$ cat config.mk
export PLATFORM = sky130hd
export DESIGN_NAME = gx4000_chan_io_flat
export DESIGN_NICKNAME = d
export VERILOG_FILES = /design/src/rtl/gx4000_chan_io_if.sv /design/src/rtl/gx4000_chan_io.sv /design/src/flat_wrapper.sv
export SDC_FILE = /design/constraint.sdc
export NUM_CORES = 1
export LEC_CHECK = 0
export ABC_AREA = 1
export BUFFER_PORTS_ARGS = -buffer_cell sky130_fd_sc_hd__buf_2
export CAP_MARGIN = 5
export CORE_MARGIN = 5
export CORE_UTILIZATION = 47
export CTS_CLUSTER_SIZE = 14
export DETAILED_ROUTE_END_ITERATION = 8
export PLACE_DENSITY = 0.67
export SETUP_SLACK_MARGIN = 0.02
export SLEW_MARGIN = 20
export SYNTH_ARGS = -nofsm -noshare
export SYNTH_HDL_FRONTEND = slang
export SYNTH_SLANG_ARGS = --single-unit
$ cat constraint.sdc
create_clock -name clk_sys -period 6.3 [get_ports clk_sys]
set_input_delay 0.315 -clock clk_sys [delete_from_list [all_inputs] [get_ports clk_sys]]
set_output_delay 0.315 -clock clk_sys [all_outputs]
set_load 0.02 [all_outputs]
$ cat src/rtl/gx4000_chan_io_if.sv
// gx4000_chan_io_if: CPU I/O port bus between the host decoder and the channel block.
interface gx4000_chan_io_if;
  logic [15:0] cpu_addr;
  logic [7:0]  cpu_data;
  logic        cpu_wr;
  logic        cpu_rd;
  logic [7:0]  io_dout;
  logic        io_sel;
  modport master(output cpu_addr, cpu_data, cpu_wr, cpu_rd, input io_dout, io_sel);
  modport slave(input cpu_addr, cpu_data, cpu_wr, cpu_rd, output io_dout, io_sel);
endinterface

$ cat src/rtl/gx4000_chan_io.sv
// gx4000_chan_io: CPU-addressed output channels, each a byte FIFO drained by a strobe/ack FSM.
module gx4000_chan_io #(
  parameter int         NUM_CH    = 4,
  parameter int         DEPTH     = 8,
  parameter logic [7:0] BASE_ADDR = 8'h70,
  parameter int         TIMEOUT   = 255
) (
  input  logic                clk_sys,
  input  logic                reset,
  input  logic                enable,
  gx4000_chan_io_if.slave     bus,
  output logic [8*NUM_CH-1:0] ch_data,
  output logic [NUM_CH-1:0]   ch_strobe,
  input  logic [NUM_CH-1:0]   ch_ack,
  output logic                irq
);
  localparam int AW = $clog2(DEPTH);
  typedef enum logic [1:0] {IDLE, STROBE, RELEASE} state_t;
  logic [8:0] w_off;
  logic [2:0] w_ch;
  logic w_hit, w_port, w_unused;
  logic [NUM_CH-1:0] w_empty, w_full, w_idle, w_ovf, w_tmo, w_ien;
  logic [7:0][7:0] w_stat8, w_data8;
  logic r_irq;
  // 9-bit offset so addresses below BASE_ADDR show up as negative and miss
  assign w_off = {1'b0, bus.cpu_addr[7:0]} - {1'b0, BASE_ADDR};
  assign w_hit = enable && !w_off[8] && w_off < 9'(2 * NUM_CH);
  assign w_ch = w_off[3:1];
  assign w_port = w_off[0];
  assign w_unused = ^bus.cpu_addr[15:8];
  for (genvar c = 0; c < NUM_CH; c++) begin : g_ch
    state_t r_st, w_nst;
    logic [7:0] r_mem [DEPTH];
    logic [7:0] r_data;
    logic [AW-1:0] r_wp, r_rp;
    logic [AW:0] r_cnt;
    logic [15:0] r_tmr;
    logic r_ovf, r_tmo, r_ien, r_stb;
    logic w_sel, w_dwr, w_cwr, w_clr, w_flush, w_push, w_pop, w_tout;
    assign w_sel = w_hit && bus.cpu_wr && w_ch == 3'(c);
    assign w_dwr = w_sel && !w_port;
    assign w_cwr = w_sel && w_port;
    assign w_flush = w_cwr && bus.cpu_data[0];
    assign w_clr = w_cwr && bus.cpu_data[1];
    assign w_push = w_dwr && !w_full[c] && !w_flush;
    always_ff @(posedge clk_sys or posedge reset)
      if (reset) r_st <= IDLE;
      else r_st <= w_nst;
    always_comb
      w_nst = r_st == IDLE ? (w_empty[c] ? IDLE : STROBE)
            : r_st == STROBE ? (ch_ack[c] ? RELEASE : (w_tout ? IDLE : STROBE))
            : (ch_ack[c] ? RELEASE : IDLE);
    always_comb begin
      w_pop = r_st == IDLE && !w_empty[c];
      w_tout = r_st == STROBE && !ch_ack[c] && r_tmr == 16'(TIMEOUT - 1);
    end
    always_ff @(posedge clk_sys)
      if (w_push) r_mem[r_wp] <= bus.cpu_data;
    // flush resets the queue only; a byte already loaded into r_data finishes its handshake
    always_ff @(posedge clk_sys or posedge reset)
      if (reset) begin
        r_wp <= '0;
        r_rp <= '0;
        r_cnt <= '0;
        r_tmr <= '0;
        r_data <= '0;
        r_ovf <= 1'b0;
        r_tmo <= 1'b0;
        r_ien <= 1'b0;
        r_stb <= 1'b0;
      end else begin
        r_wp <= w_flush ? '0 : r_wp + AW'(w_push);
        r_rp <= w_flush ? '0 : r_rp + AW'(w_pop);
        r_cnt <= w_flush ? '0 : r_cnt + (AW+1)'(w_push) - (AW+1)'(w_pop);
        r_tmr <= w_pop ? '0 : (r_st == STROBE ? r_tmr + 16'd1 : r_tmr);
        r_data <= w_pop ? r_mem[r_rp] : r_data;
        r_ovf <= (w_dwr && w_full[c]) || (r_ovf && !w_clr);
        r_tmo <= w_tout || (r_tmo && !w_clr);
        r_ien <= w_cwr ? bus.cpu_data[2] : r_ien;
        r_stb <= w_nst == STROBE;
      end
    assign w_empty[c] = r_cnt == '0;
    assign w_full[c] = r_cnt == (AW+1)'(DEPTH);
    assign w_idle[c] = r_st == IDLE;
    assign w_ovf[c] = r_ovf;
    assign w_tmo[c] = r_tmo;
    assign w_ien[c] = r_ien;
    assign ch_data[8*c +: 8] = r_data;
    assign ch_strobe[c] = r_stb;
  end
  always_comb begin
    w_stat8 = '1;
    w_data8 = '1;
    for (int i = 0; i < NUM_CH; i++) begin
      w_stat8[i] = {w_ien[i], 2'b00, w_ovf[i], w_tmo[i], !w_idle[i], w_full[i], w_empty[i]};
      w_data8[i] = ch_data[8*i +: 8];
    end
  end
  assign bus.io_dout = !w_hit ? 8'hFF : (w_port ? w_stat8[w_ch] : w_data8[w_ch]);
  assign bus.io_sel = w_hit && bus.cpu_rd;
  always_ff @(posedge clk_sys or posedge reset)
    if (reset) r_irq <= 1'b0;
    else r_irq <= |(w_ien & ((w_empty & w_idle) | w_ovf | w_tmo));
  assign irq = r_irq;
endmodule

$ cat src/flat_wrapper.sv
// flat-port wrapper written by rule: the top's interface ports become plain ports
module gx4000_chan_io_flat 
#(
  parameter int         NUM_CH    = 4,
  parameter int         DEPTH     = 8,
  parameter logic [7:0] BASE_ADDR = 8'h70,
  parameter int         TIMEOUT   = 255
)
  (clk_sys, reset, enable, ch_data, ch_strobe, ch_ack, irq, bus_cpu_addr, bus_cpu_data, bus_cpu_wr, bus_cpu_rd, bus_io_dout, bus_io_sel);
  gx4000_chan_io_if bus_i ();
  input  logic clk_sys;
  input  logic reset;
  input  logic enable;
  output logic [8*NUM_CH-1:0] ch_data;
  output logic [NUM_CH-1:0] ch_strobe;
  input  logic [NUM_CH-1:0] ch_ack;
  output logic irq;
  input wire logic [$bits(bus_i.cpu_addr)-1:0] bus_cpu_addr;
  input wire logic [$bits(bus_i.cpu_data)-1:0] bus_cpu_data;
  input wire logic [$bits(bus_i.cpu_wr)-1:0] bus_cpu_wr;
  input wire logic [$bits(bus_i.cpu_rd)-1:0] bus_cpu_rd;
  output wire logic [$bits(bus_i.io_dout)-1:0] bus_io_dout;
  output wire logic [$bits(bus_i.io_sel)-1:0] bus_io_sel;
  assign bus_i.cpu_addr = bus_cpu_addr;
  assign bus_i.cpu_data = bus_cpu_data;
  assign bus_i.cpu_wr = bus_cpu_wr;
  assign bus_i.cpu_rd = bus_cpu_rd;
  assign bus_io_dout = bus_i.io_dout;
  assign bus_io_sel = bus_i.io_sel;
  gx4000_chan_io #(.NUM_CH(NUM_CH), .DEPTH(DEPTH), .BASE_ADDR(BASE_ADDR), .TIMEOUT(TIMEOUT)) u_core (.clk_sys(clk_sys), .reset(reset), .enable(enable), .bus(bus_i), .ch_data(ch_data), .ch_strobe(ch_strobe), .ch_ack(ch_ack), .irq(irq));
endmodule
==> results of run 1 <==
cells by family after synthesis:
group / share of synthesized area, %
adders and majority gates: 3.66
buffers and inverters: 5.68
xor gates and xnor gates: 0.739
and+or+nand+nor: 17.7
DFF: 61.8
AOI/OAI and AO/OA: 10.4
final timing paths:
check | to | slack, ns | depth (start not counted)
worst max-delay path | u_core.g_ch[0].r_cnt[2] | 2.94 | 11
worst min-delay path | u_core.g_ch[3].r_st[1] | 0.04 | 3
worst max register to register | u_core.g_ch[0].r_cnt[2] | 2.94 | 11
worst min register to register | u_core.g_ch[1].r_ovf | 0.50 | 2
max in group asynchronous | u_core.g_ch[2].r_data[7] | 4.40 | 4
min in group asynchronous | u_core.g_ch[1].r_stb | 0.46 | 3
layer usage:
layer | global-route usage, % | vias to the layer above
li1 | - | 6499
met2 | 30.8 | 340
met1 | 27.4 | 6453
met3 | 3.85 | 70
met4 | 6.62 | 0
met5 | 0 | -
metrics by stage:
stage | total power (uW) | utilization, % | setup slack [ns] | hold WS (ns) | cells
floorplan | 5430 | - | 1.64 | 0.414 | 1881
global placement | 6150 | 49.5 | 3.05 | 0.467 | 2419
detailed placement | 6240 | 49.5 | 2.98 | 0.487 | 2419
CTS | 8890 | 53.2 | 2.96 | 0.0131 | 2505
global route | 9390 | 53.2 | 2.71 | 0.0278 | 2506
finish | 8820 | 53.2 | 2.94 | 0.0421 | 2506
placed cells by master (no fill, tap or decap), types with 45 or more instances in the layout:
cell and count:
nand3_1 49, edfxtp_1 256, inv_1 196, o211ai_1 56
buf_2 70, ha_1 49, clkbuf_16 45, nor2_1 360
o21ai_0 222, dfrtp_1 161, nand2_1 276
registers in the layout, summed over array words and instances, names as in the netlist:
register	flops
u_core.g_ch.r_data	32
u_core.g_ch.r_mem	256
u_core.g_ch.r_rp	12
u_core.g_ch.r_stb	4
u_core.irq	1
u_core.g_ch.r_ien	4
u_core.g_ch.r_tmo	4
u_core.g_ch.r_wp	12
u_core.g_ch.r_tmr	64
u_core.g_ch.r_st	8
u_core.g_ch.r_cnt	16
u_core.g_ch.r_ovf	4
worst register-to-register path, delay by kind of cell (launching register included):
| family | cells | cell delay [ns] |
|---|---|---|
| adders and majority gates | 4 | 1.18 |
| and+or+nand+nor | 3 | 0.89 |
| buffers and inverters | 3 | 0.66 |
| DFF | 1 | 0.36 |
| xor gates and xnor gates | 1 | 0.17 |
repair_timing:
| item | in CTS | in global routing |
|---|---|---|
| endpoints found under the hold margin | 90 | 0 |
| setup buffers | 0 | 0 |
| hold buffers | 3 | 0 |
report_power, final:
group	internal, uW	switching (uW)
Clock	1570	1060
Combinational	866	1750
Sequential	3190	381
Total	5630	3190
layout make-up:
class / instances / area share, %
sequential: 417 / 55.3
multi-input combinational: 1197 / 29.0
clock buffer: 61 / 5.78
inverter: 205 / 3.69
tap: 525 / 3.10
timing repair buffer: 78 / 1.97
clock inverter: 22 / 1.15
antenna: 1 / 0.0118
==> flow_results.xml, run 1 <==
<?xml version="1.0" encoding="UTF-8"?>
<metrics>
  <group name="synth">
    <metric name="synth_async_sr_flop_share" unit="%">38.6</metric>
    <metric name="avgSynthCellArea" unit="um^2">10.1</metric>
    <metric name="synth_commonest_cells" unit="">nor2_1, nand2_1, edfxtp_1</metric>
    <metric name="synth.ff_latch_count" unit="">417</metric>
    <metric name="number_of_enable_flip_flop_cells_after_synthesis" unit="">256</metric>
    <metric name="distinct_cells_synth" unit="">47</metric>
    <metric name="synth.cell_area" unit="um^2">19000</metric>
    <metric name="syn_nets" unit="">1967</metric>
    <metric name="postSynthCellCount" unit="">1881</metric>
    <metric name="synth.area.top_cells" unit="">edfxtp_1, dfrtp_1, nor2_1, o21ai_0, nand2_1</metric>
    <metric name="synth_most_common_cell" unit="">nor2_1</metric>
    <metric name="synth-main-ff-cell" unit="">edfxtp_1</metric>
    <metric name="ys_seq_area_share" unit="%">61.8</metric>
    <metric name="yosysWarnings" unit="">0</metric>
    <metric name="yosysTopAreaCell" unit="">edfxtp_1</metric>
    <metric name="netlist.area_leader.share" unit="%">40.6</metric>
  </group>
  <group name="die">
    <metric name="initial_core_utilization" unit="%">47.6</metric>
    <metric name="die_height" unit="um">211</metric>
    <metric name="rows" unit="">73</metric>
    <metric name="core-area" unit="um^2">39800</metric>
    <metric name="die_width" unit="um">211</metric>
    <metric name="fp.dieArea" unit="um^2">44400</metric>
    <metric name="ios" unit="">79</metric>
  </group>
  <group name="worst_setup_path">
    <metric name="endpoint_required_time_on_the_critical_path" unit="ns">6.75</metric>
    <metric name="critical_path_class" unit="">register to register</metric>
    <metric name="critical_path_start" unit="">u_core.g_ch[0].r_cnt[2]</metric>
    <metric name="crit_fanout" unit="">22</metric>
    <metric name="reg2reg_from" unit="">u_core.g_ch[0].r_cnt[2]</metric>
    <metric name="crit_path_max_cell_delay" unit="ns">0.71</metric>
    <metric name="critical_path.startpoint_type" unit="">register</metric>
    <metric name="cp_data_arrival_time" unit="ns">3.81</metric>
    <metric name="timing.critical_path.slowest_stage_cell" unit="">nand2_1</metric>
    <metric name="crit_path_end_kind" unit="">register</metric>
    <metric name="worst_path_dominant_cell_family" unit="">adder cells</metric>
    <metric name="worstPathBufferInverterCount" unit="">3</metric>
    <metric name="worstPathCellList" unit="">inv_1 &gt; ha_1 &gt; nand2_1 &gt; nand2_1 &gt; inv_1 &gt; ha_1 &gt; inv_1 &gt; ha_1 &gt; fa_1 &gt; xnor2_1 &gt; nor2_1</metric>
  </group>
  <group name="clock_network">
    <metric name="numCtsBuffers" unit="">45</metric>
    <metric name="cts_resized" unit="">0</metric>
    <metric name="cts_htree_levels" unit="">2</metric>
    <metric name="cts_root_buf" unit="">clkbuf_16</metric>
    <metric name="cts_sinks" unit="">417</metric>
    <metric name="tritoncts" unit="">yes</metric>
    <metric name="insertion_delay" unit="ns">0.56</metric>
    <metric name="clkTransAtPathRegs" unit="ns">0.06</metric>
    <metric name="number_of_buffers_between_clock_root_and_the_deepest_sink" unit="">3</metric>
  </group>
  <group name="routing">
    <metric name="met2WireLength" unit="um">19700</metric>
    <metric name="highest_layer" unit="">met4</metric>
    <metric name="vias" unit="">13362</metric>
    <metric name="wire_per_inst" unit="um">17.2</metric>
    <metric name="drt_pre_antenna_iters" unit="">5</metric>
    <metric name="drt_wl_total" unit="um">43200</metric>
    <metric name="met3WireLength" unit="um">2640</metric>
    <metric name="drtAntennaViolNets" unit="">0</metric>
    <metric name="detailedRoute.firstIterationViolations" unit="">1025</metric>
    <metric name="drt-met1-wl" unit="um">19600</metric>
    <metric name="drc_markers" unit="">0</metric>
    <metric name="post_drt_via_cell_ratio" unit="">5.33</metric>
  </group>
  <group name="sta">
    <metric name="tightestPinTransition" unit="ns">1.07</metric>
    <metric name="final-hold-violation-count" unit="">0</metric>
    <metric name="timing.final.crit_period" unit="ns">3.36</metric>
    <metric name="grt_setup_unrepaired" unit="">false</metric>
    <metric name="fin_max_slew_vios" unit="">0</metric>
    <metric name="maxSlewHeadroom" unit="%">28.6</metric>
    <metric name="max_freq" unit="MHz">298</metric>
    <metric name="tns" unit="ns">0</metric>
    <metric name="period_share" unit="%">53.3</metric>
    <metric name="final-setup-viol-count" unit="">0</metric>
    <metric name="clock_skew" unit="ns">0.0109</metric>
  </group>
  <group name="global_route">
    <metric name="grt_antenna_before_repair" unit="">1</metric>
    <metric name="pin_count_of_the_biggest_net_entering_global_routing" unit="">90</metric>
    <metric name="first_global_vias" unit="">13082</metric>
    <metric name="overflow" unit="">0</metric>
    <metric name="grt_first_pass_wirelength" unit="um">69400</metric>
    <metric name="grt_use_total" unit="%">19.5</metric>
  </group>
  <group name="status">
    <metric name="outcome" unit="">complete, no violations</metric>
  </group>
  <group name="power">
    <metric name="vdd.ir_drop.worst" unit="mV">0.341</metric>
    <metric name="power.density" unit="nW/um^2">416</metric>
    <metric name="cellLeakagePower" unit="uW">0.00856</metric>
  </group>
  <group name="layout">
    <metric name="drive_gt1_share" unit="%">9.24</metric>
    <metric name="multi_input_area" unit="um^2">6160</metric>
    <metric name="area_growth" unit="%">11.9</metric>
    <metric name="fillers" unit="">3539</metric>
    <metric name="area_taken_by_flip_flops_and_latches" unit="um^2">11700</metric>
    <metric name="nNetsFinal" unit="">2030</metric>
    <metric name="final_design_area_no_fill" unit="um^2">21200</metric>
  </group>
  <group name="run">
    <metric name="timing.max_cap.violations" unit="">0</metric>
  </group>
  <group name="placed_design">
    <metric name="placed_wire_length_estimate" unit="um">28500</metric>
    <metric name="detailed_place.area" unit="um^2">19700</metric>
    <metric name="io_buffer_count" unit="">70</metric>
    <metric name="gpl_wtd_cong" unit="">0.953</metric>
  </group>
  <group name="hold_path">
    <metric name="worstHoldStart" unit="">ch_ack[3]</metric>
    <metric name="hold_path.class" unit="">input port to register</metric>
  </group>
</metrics>
No activity file was read; power rests on OpenSTA's default activity.
==> inputs of run 2 (changes only) <==
--- a/config.mk
+++ b/config.mk
@@ -12,7 +12,7 @@
 export CORE_UTILIZATION = 47
 export CTS_CLUSTER_SIZE = 14
 export DETAILED_ROUTE_END_ITERATION = 8
-export PLACE_DENSITY = 0.67
+export PLACE_DENSITY = 0.7
 export SETUP_SLACK_MARGIN = 0.02
 export SLEW_MARGIN = 20
 export SYNTH_ARGS = -nofsm -noshare
==> constraint.sdc (replaced) <==
create_clock -name clk_sys -period 2.75 [get_ports clk_sys]
set_input_delay 0.1375 -clock clk_sys [delete_from_list [all_inputs] [get_ports clk_sys]]
set_output_delay 0.1375 -clock clk_sys [all_outputs]
set_load 0.02 [all_outputs]
==> flow_results.xml, run 2 (synthesis results as in run 1) <==
<?xml version="1.0" encoding="UTF-8"?>
<metrics>
  <group name="status">
    <metric name="outcome" unit="">complete, no violations</metric>
  </group>
  <group name="die">
    <metric name="fp.dieArea" unit="um^2">44400</metric>
    <metric name="core-area" unit="um^2">39800</metric>
    <metric name="initial_core_utilization" unit="%">47.6</metric>
    <metric name="die_width" unit="um">211</metric>
    <metric name="ios" unit="">79</metric>
    <metric name="rows" unit="">73</metric>
    <metric name="die_height" unit="um">211</metric>
  </group>
  <group name="layout">
    <metric name="largest_registers" unit="">u_core.g_ch.r_mem x256, u_core.g_ch.r_tmr x64, u_core.g_ch.r_data x32</metric>
    <metric name="nNetsFinal" unit="">2086</metric>
    <metric name="final_core_utilization" unit="%">54.4</metric>
    <metric name="largest_register_ffs" unit="">256</metric>
    <metric name="final_design_area_no_fill" unit="um^2">21700</metric>
    <metric name="layout.cells.most_common" unit="">nor2_1</metric>
    <metric name="drive_gt1_share" unit="%">11.7</metric>
    <metric name="area_growth" unit="%">14.3</metric>
    <metric name="layout_common_cells" unit="">nor2_1, nand2_1, edfxtp_1</metric>
    <metric name="largest-register" unit="">u_core.g_ch.r_mem</metric>
  </group>
  <group name="routing">
    <metric name="highest_layer" unit="">met4</metric>
    <metric name="detailedRoute.firstIterationViolations" unit="">1167</metric>
    <metric name="drt_pre_antenna_iters" unit="">6</metric>
    <metric name="drt_wl_total" unit="um">44500</metric>
    <metric name="drc_markers" unit="">0</metric>
    <metric name="post_drt_via_cell_ratio" unit="">5.38</metric>
    <metric name="met3WireLength" unit="um">3350</metric>
    <metric name="vias" unit="">13796</metric>
    <metric name="drtAntennaViolNets" unit="">0</metric>
    <metric name="wire_per_inst" unit="um">17.4</metric>
    <metric name="drt-met1-wl" unit="um">19500</metric>
    <metric name="met2WireLength" unit="um">20000</metric>
  </group>
  <group name="clock_network">
    <metric name="clkTransAtPathRegs" unit="ns">0.06</metric>
    <metric name="tritoncts" unit="">yes</metric>
    <metric name="cts_sinks" unit="">417</metric>
    <metric name="numCtsBuffers" unit="">44</metric>
    <metric name="insertion_delay" unit="ns">0.57</metric>
    <metric name="cts_root_buf" unit="">clkbuf_16</metric>
    <metric name="cts.repair_timing.setup_buffer_count" unit="">0</metric>
    <metric name="cts_htree_levels" unit="">2</metric>
    <metric name="number_of_buffers_between_clock_root_and_the_deepest_sink" unit="">3</metric>
  </group>
  <group name="placed_design">
    <metric name="detailed_place.area" unit="um^2">20100</metric>
    <metric name="gpl_wtd_cong" unit="">0.913</metric>
    <metric name="placed_wire_length_estimate" unit="um">29700</metric>
    <metric name="io_buffer_count" unit="">70</metric>
  </group>
  <group name="run">
    <metric name="timing.max_cap.violations" unit="">0</metric>
  </group>
  <group name="worst_setup_path">
    <metric name="critical_path.startpoint_type" unit="">register</metric>
    <metric name="timing.critical_path.slowest_stage_cell" unit="">nor3b_1</metric>
    <metric name="worstPathCellList" unit="">inv_1 &gt; ha_1 &gt; nor3b_1 &gt; nand2_1 &gt; nand4_1 &gt; nand2_1 &gt; nand2_1 &gt; buf_2</metric>
    <metric name="crit_path_end_kind" unit="">output port</metric>
    <metric name="critical_path_class" unit="">register to output port</metric>
    <metric name="crit_top_cell" unit="">nand2_1</metric>
    <metric name="cp_data_arrival_time" unit="ns">2.30</metric>
    <metric name="crit_fanout" unit="">4</metric>
    <metric name="endpoint_required_time_on_the_critical_path" unit="ns">2.61</metric>
    <metric name="crit_path_max_cell_delay" unit="ns">0.49</metric>
  </group>
  <group name="global_route">
    <metric name="overflow" unit="">0</metric>
    <metric name="grt_antenna_before_repair" unit="">1</metric>
    <metric name="grt_first_pass_wirelength" unit="um">71500</metric>
    <metric name="grt_use_total" unit="%">20.0</metric>
    <metric name="pin_count_of_the_biggest_net_entering_global_routing" unit="">87</metric>
    <metric name="first_global_vias" unit="">13478</metric>
  </group>
  <group name="sta">
    <metric name="fin_max_slew_vios" unit="">0</metric>
    <metric name="grt_setup_unrepaired" unit="">false</metric>
    <metric name="final-setup-viol-count" unit="">0</metric>
    <metric name="tns" unit="ns">0</metric>
    <metric name="timing.final.crit_period" unit="ns">2.44</metric>
    <metric name="tightestPinTransition" unit="ns">0.955</metric>
    <metric name="period_share" unit="%">88.6</metric>
    <metric name="max_freq" unit="MHz">410</metric>
    <metric name="final-hold-violation-count" unit="">0</metric>
    <metric name="maxSlewHeadroom" unit="%">36.2</metric>
    <metric name="clock_skew" unit="ns">0.0198</metric>
  </group>
  <group name="power">
    <metric name="p_comb_share" unit="%">31.6</metric>
    <metric name="internal_power" unit="uW">13000</metric>
    <metric name="share_clk_of_total_power" unit="%">29.2</metric>
    <metric name="cellLeakagePower" unit="uW">0.00884</metric>
    <metric name="total_switching_power" unit="uW">7470</metric>
    <metric name="switching_share" unit="%">36.4</metric>
    <metric name="vdd.ir_drop.worst" unit="mV">0.841</metric>
    <metric name="seq_power_share" unit="%">39.2</metric>
    <metric name="power.density" unit="nW/um^2">947</metric>
  </group>
  <group name="hold_path">
    <metric name="hold_path.class" unit="">input port to register</metric>
  </group>
</metrics>
run 2: changes by cell type in the layout (fill, tap and decap cells not counted):
cell / change
buf_12: +2
clkinv_4: -1
clkbuf_16: +1
clkinvlp_4: +6
diode_2: +1
buf_4: +53
clkinv_1: +5
clkinv_8: +1
dlygate4sd3_1: +2
clkbuf_1: -6
clkbuf_8: -3
clkinv_2: -1
inv_6: -3
run 2: power by group through the flow:
stage	Clock (uW)	Combinational, uW	Sequential (uW)
floorplan	0	4320	8120
global placement	0	6210	8110
detailed placement	0	6470	8120
CTS	6110	6510	8010
global route	6370	7350	8090
finish	5990	6490	8030
run 2: worst paths after layout:
check                                             start                  endpoint  slack [ns]  cells past startpoint
worst max-delay path            u_core.g_ch[1].r_cnt[2]            bus_io_dout[1]        0.31                      8
worst min-delay path                         bus_cpu_wr      u_core.g_ch[1].r_ovf        0.06                      5
worst max register to register  u_core.g_ch[3].r_cnt[2]   u_core.g_ch[3].r_cnt[1]        0.45                      9
worst min register to register  u_core.g_ch[2].r_tmr[4]   u_core.g_ch[2].r_tmr[4]        0.50                      1
max in group asynchronous                         reset  u_core.g_ch[2].r_data[2]        1.74                      4
min in group asynchronous                         reset      u_core.g_ch[1].r_stb        0.15                      3
run 2: critical path: cells and delay by family (launching register included):
family,cells,cell delay (ns)
AND/OR/NAND/NOR,5,0.89
buffers and inverters,2,0.30
flip-flops,1,0.36
adder cells (fa/ha/maj),1,0.16
run 2: metrics by stage:
step                      cells  power [uW]  setup slack [ns]  hold WS, ns
final                      2563       20500             0.313       0.0597
after global routing       2562       21800             0.117       0.0781
after detailed placement   2474       14600             0.345        0.214
after floorplan            1881       12400             0.493        0.236
after CTS                  2561       20600             0.322       0.0418
after global placement     2474       14300             0.382        0.220
run 2: layout make-up:
cell class              instances  area (um^2)
repair buffers                135          876
diodes                          2         5.00
multi-input cells            1197         6160
fillers                      3455        18200
clock inverters                29          285
flip-flops and latches        417        11700
inverters                     205          781
well taps                     525          657
clock buffers                  53         1190
run 2: what timing repair did:
item | CTS | global route
hold endpoints to repair | 36 | 0
resized for setup | 0 | 0
hold buffers | 5 | 0
run 2: per-layer routing:
metal  vias up  global-route usage, %
met5         -                      0
met1      6621                   28.4
met2       454                   31.1
li1       6614                      -
met3       107                   3.86
met4         0                   7.02
